===== src/rtl/sub_pipe.sv =====
// sub_pipe: two-stage signed subtractor with output clamping, valid/ready flow
// control and a saturating count of clamped results delivered downstream.
module sub_pipe #(
    parameter int IN_W  = 14,
    parameter int OUT_W = 15,
    parameter int CNT_W = 8
) (
    input  logic             i_clk,
    input  logic             i_rst,
    input  logic [IN_W-1:0]  i_data_1,
    input  logic [IN_W-1:0]  i_data_2,
    input  logic             i_valid,
    output logic             o_ready,
    output logic [OUT_W-1:0] o_data,
    output logic             o_sat,
    output logic             o_valid,
    input  logic             i_ready,
    input  logic             i_clr,
    output logic [CNT_W-1:0] o_sat_cnt
);
    localparam int MAX_I = 2**(OUT_W-1) - 1;
    localparam logic signed [IN_W:0] MAX_V = (IN_W+1)'(MAX_I);
    localparam logic signed [IN_W:0] MIN_V = (IN_W+1)'(-MAX_I - 1);

    logic                    s1_v_q, s2_v_q, s2_sat_q;
    logic signed [IN_W:0]    s1_a_q, s1_b_q, diff;
    logic [OUT_W-1:0]        s2_data_q, data_d;
    logic [CNT_W-1:0]        cnt_q;
    logic                    sat_d, s2_move, out_xfer, in_xfer;

    always_comb begin
        out_xfer = s2_v_q && i_ready;
        s2_move  = s1_v_q && (!s2_v_q || i_ready);
        o_ready  = !i_rst && (!s1_v_q || s2_move);
        in_xfer  = i_valid && o_ready;
        diff     = s1_a_q - s1_b_q;
        sat_d    = (diff > MAX_V) || (diff < MIN_V);
        data_d   = (diff > MAX_V) ? MAX_V[OUT_W-1:0] :
                   (diff < MIN_V) ? MIN_V[OUT_W-1:0] : diff[OUT_W-1:0];
    end

    always_ff @(posedge i_clk or posedge i_rst) begin
        if (i_rst) begin
            s1_v_q <= 1'b0;
            s1_a_q <= '0;
            s1_b_q <= '0;
        end else if (in_xfer) begin
            s1_v_q <= 1'b1;
            s1_a_q <= {i_data_1[IN_W-1], i_data_1};
            s1_b_q <= {i_data_2[IN_W-1], i_data_2};
        end else if (s2_move) begin
            s1_v_q <= 1'b0;
        end
    end

    always_ff @(posedge i_clk or posedge i_rst) begin
        if (i_rst) begin
            s2_v_q    <= 1'b0;
            s2_sat_q  <= 1'b0;
            s2_data_q <= '0;
        end else if (s2_move) begin
            s2_v_q    <= 1'b1;
            s2_sat_q  <= sat_d;
            s2_data_q <= data_d;
        end else if (out_xfer) begin
            s2_v_q    <= 1'b0;
        end
    end

    // Clear wins over a coincident increment; the count sticks at all-ones.
    always_ff @(posedge i_clk or posedge i_rst) begin
        if (i_rst)
            cnt_q <= '0;
        else if (i_clr)
            cnt_q <= '0;
        else if (out_xfer && s2_sat_q && !(&cnt_q))
            cnt_q <= cnt_q + 1'b1;
    end

    assign o_valid   = s2_v_q;
    assign o_sat     = s2_sat_q;
    assign o_data    = s2_data_q;
    assign o_sat_cnt = cnt_q;
endmodule


===== config.mk =====
export PLATFORM = sky130hd
export DESIGN_NAME = sub_pipe
export DESIGN_NICKNAME = d
export VERILOG_FILES = /design/src/rtl/sub_pipe.sv
export SDC_FILE = /design/constraint.sdc
export NUM_CORES = 1
export LEC_CHECK = 0
export CELL_PAD_IN_SITES_DETAIL_PLACEMENT = 0
export CELL_PAD_IN_SITES_GLOBAL_PLACEMENT = 2
export CORE_AREA = 2 2 100 102
export DETAILED_ROUTE_END_ITERATION = 16
export DIE_AREA = 0 0 102 104
export PLACE_DENSITY = 0.83
export SLEW_MARGIN = 0
export SYNTH_ARGS = -nofsm -noshare
export SYNTH_HDL_FRONTEND = slang
export SYNTH_SLANG_ARGS = --single-unit

===== constraint.sdc =====
create_clock -name i_clk -period 2.18 [get_ports i_clk]
set_input_delay 0.327 -clock i_clk [delete_from_list [all_inputs] [get_ports i_clk]]
set_output_delay 0.327 -clock i_clk [all_outputs]
set_load 0.005 [all_outputs]

==> reports/qor.csv <==
stage,metric,value,unit
floorplan,placementRows,36,
pwr,power_density,873,mW/mm^2
floorplan,io-pin-count,59,
timing,highest_clock_frequency_the_design_can_meet,0.470,GHz
global_route,first_global_vias,1976,
critical_path,timing.setup.critical_path_class,flop to flop,
floorplan,core_area,0.00955,sq mm
drt,post_drt_via_cell_ratio,4.35,
drt,drt_drc_violations_left,0,
drt,via_count,1916,
synth,synth_cells,241,
synth,synthFlopType,sky130_fd_sc_hd__dfrtp_1,
placed_design,globalplace.congestion,0.771,
cts,htreeDepth,2,
critical_path,critical_path.max_fanout,4,
cts,clock_tree.root_cell,sky130_fd_sc_hd__clkbuf_8,
global_route,grtUsageTotal,10.9,%
cts,worst_skew_pair_later_pin_latency,0.30,ns
final_layout,final_cell_area,0.00361,sq mm
synth,synth_area_per_cell,11.1,sq um
drt,drtIter0Drc,43,
critical_path,worstPathRequired,2.37,ns
synth,syn_nets,290,
global_route,grt_remaining_overflow,0,
final_layout,layout-drive-gt1-share,18.6,%
global_route,grt_first_pass_wirelength,9320,microns
critical_path,cell_family_with_most_cp_delay,compound AO/OA/AOI/OAI gates,
timing,fin_crit_sh,97.6,%
global_route,global_route.usage.met3,2.15,%
timing,finalHoldViolCount,0,
placed_design,post_placement_cell_area,0.00348,sq mm
final_layout,antenna_cells,0,
synth,netlist_area,0.00268,sq mm
floorplan,fp.dieArea,0.0106,sq mm
placed_design,dp_hpwl,4150,microns
final_layout,mostFrequentLayoutCells,"sky130_fd_sc_hd__clkdlybuf4s50_1 (58), sky130_fd_sc_hd__dfrtp_1 (54), sky130_fd_sc_hd__mux2_2 (28)",
global_route,global_route.usage.met1,14.8,%
synth,synth-seq-area-share,50.4,%
floorplan,die_h,104,microns
global_route,met2_global_route_usage,17.3,%
final_layout,final_util,37.9,%
cts,max-clock-path-buffers,2,
global_route,grt_antenna_before_repair,0,
critical_path,critical_path.n_buffers_inverters,0,
final_layout,fill_cells,1002,
global_route,grt_max_degree,55,
critical_path,slowest_delay,0.43,ns
timing,rsz0062_at_grt,yes,
timing,clock-skew-final,0.00472,ns
cts,cts_made_buffers,5,
critical_path,timing.critical_path.cells,ha_1 -> nor2b_2 -> o2111ai_2 -> a211oi_2 -> o211ai_1 -> o2111a_1 -> a221o_1,
global_route,grt-busiest-layer,met2,
final_layout,finalNetCount,356,
timing,drv_slew,0,
timing,setup_violations,0,
drt,totalWireLength,5560,microns
placed_design,place_inst,432,
synth,ys_async_sr_fraction,100,%
timing,timing_worst_slew_pin_value,0.508,ns
timing,fin_crit,2.13,ns
final_layout,synthToLayoutAreaGrowth,34.7,%
floorplan,die_w,102,microns
synth,ffs_latches_synth,54,
critical_path,crit_arrival,2.32,ns
min_path,timing.hold.worst.class,input port to async pin,
synth,post-synth-top-area-fraction,50.4,%
drt,detailedRoute.firstPassIterationCount,4,
floorplan,initial_utilization,28.1,%
synth,ys_warn_count,0,
job,max_cap_viol_count,0,
drt,ant_nets,0,
timing,relSlewSlack,66.0,%
final_layout,final-instance-count-excl-fill,440,
drt,routedWlPerCell,12.6,microns
critical_path,critical-path-slowest-cell,sky130_fd_sc_hd__dfrtp_1,
synth,post_synth_cell_types,40,
cts,clkSlewWorstSetupHoldPaths,0.09,ns
cts,cts_tree,done,
pwr,p_leak,1.57,nW
pwr,ir_drop,0.000261,V
synth,synth_area_leaders,"sky130_fd_sc_hd__dfrtp_1 (50%), sky130_fd_sc_hd__mux2_2 (12%), sky130_fd_sc_hd__ha_1 (7.0%)",
cts,clock_sinks,54,
placed_design,io_buffer_count,58,
synth,synth_top_cell_by_area,sky130_fd_sc_hd__dfrtp_1,
synth,synth-edff-count,0,
critical_path,timing.critical_path.to_type,flop,
final_layout,final_common_cell,sky130_fd_sc_hd__clkdlybuf4s50_1,
status,status,completed,
critical_path,launching_element_type_of_the_critical_path,flop,
-- metrics by stage --
| step | TNS (ns) | hold slack [ns] | setup WS [ns] | power, mW |
|---|---|---|---|---|
| global placement | -0.0216 | 0.467 | -0.0216 | 2.58 |
| floorplan | 0 | 0.470 | 0.000532 | 2.03 |
| global route | -0.235 | 0.439 | -0.0840 | 3.41 |
| detailed placement | -0.0925 | 0.471 | -0.0842 | 2.60 |
| finish | 0 | 0.412 | 0.0525 | 3.16 |
| CTS | -0.0112 | 0.435 | -0.0112 | 3.14 |
-- cell usage after synthesis, types with 2 or more instances --
cell type and count:
sky130_fd_sc_hd__a221o_1 2, sky130_fd_sc_hd__dfrtp_1 54, sky130_fd_sc_hd__and3_1 3, sky130_fd_sc_hd__a31oi_1 2
sky130_fd_sc_hd__nor2_1 11, sky130_fd_sc_hd__buf_1 2, sky130_fd_sc_hd__a21o_1 2, sky130_fd_sc_hd__inv_1 18
sky130_fd_sc_hd__mux2_2 28, sky130_fd_sc_hd__nand4_1 2, sky130_fd_sc_hd__nor2b_1 2, sky130_fd_sc_hd__xnor2_1 7
sky130_fd_sc_hd__and2_1 3, sky130_fd_sc_hd__nand2b_1 3, sky130_fd_sc_hd__buf_2 3, sky130_fd_sc_hd__xor2_1 9
sky130_fd_sc_hd__a311oi_1 2, sky130_fd_sc_hd__a21oi_1 10, sky130_fd_sc_hd__nand3_1 4, sky130_fd_sc_hd__o21ai_0 14
sky130_fd_sc_hd__nand2_1 26, sky130_fd_sc_hd__clkbuf_1 2, sky130_fd_sc_hd__ha_1 15
-- report_power, final --
group	internal (mW)	switching [mW]	total, mW	leakage [nW]
Clock	0.222	0.298	0.521	0.0383
Sequential	1.22	0.127	1.35	0.663
Combinational	0.722	0.562	1.28	0.867
Total	2.17	0.987	3.16	1.57
-- cells by family after synthesis --
logic type | count (synthesis) | synth area share (%)
muxes | 29 | 12.1
AOI/OAI and AO/OA | 44 | 11.1
DFF | 54 | 50.4
adders and majority gates | 16 | 7.74
xor gates and xnor gates | 16 | 5.22
buffers and inverters | 25 | 3.64
and+or+nand+nor | 57 | 9.84
-- final cells by class --
cell class                 count  area (sq um)  share of cell area (%)
multi-input combinational    162          1290                    35.6
inverter                      18          67.6                    1.87
sequential                    54          1350                    37.4
timing repair buffer          66           666                    18.4
clock buffer                   7          76.3                    2.11
tap                          133           166                    4.60
-- what timing repair did --
| action | in CTS | in global routing |
|---|---|---|
| setup endpoints to repair | 4 | 7 |
| gates resized for setup | 0 | 15 |
| pin swaps | 5 | 8 |
| hold buffers | 0 | 0 |
| buffers inserted | 0 | 1 |
| cloned | 0 | 0 |
-- path summary, 6_finish.rpt --
path / cells after the start / slack [ns] / startpoint / endpoint
max in group asynchronous: 3 / 1.50 / i_rst / s1_a_q[2]
setup reg to reg: 7 / 0.05 / s1_a_q[1] / o_data[13]
setup / recovery: 7 / 0.05 / s1_a_q[1] / o_data[13]
min in group i_clk: 2 / 0.49 / o_data[5] / o_data[5]
hold / removal: 3 / 0.41 / i_rst / s1_b_q[13]
hold reg to reg: 2 / 0.49 / o_data[5] / o_data[5]
-- layer usage --
metal,part of all wire (%),vias to the layer above
li1,-,967
met1,46,914
met2,49,30
met3,3.3,5
met4,1.4,0
met5,0,-
-- worst reg2reg max path, delay by kind of cell (launching register included) --
kind,cells,cell delay [ns]
adders and majority gates,1,0.29
and+or+nand+nor,1,0.17
AOI/OAI and AO/OA,5,1.14
DFF,1,0.43
-- state kept, by name, indices dropped and copies added, names as in the netlist --
name and count:
s1_v_q 1, s1_b_q 14, o_sat 1, o_sat_cnt 8
s1_a_q 14, o_valid 1, o_data 15
(Power assumes the default switching activity.)
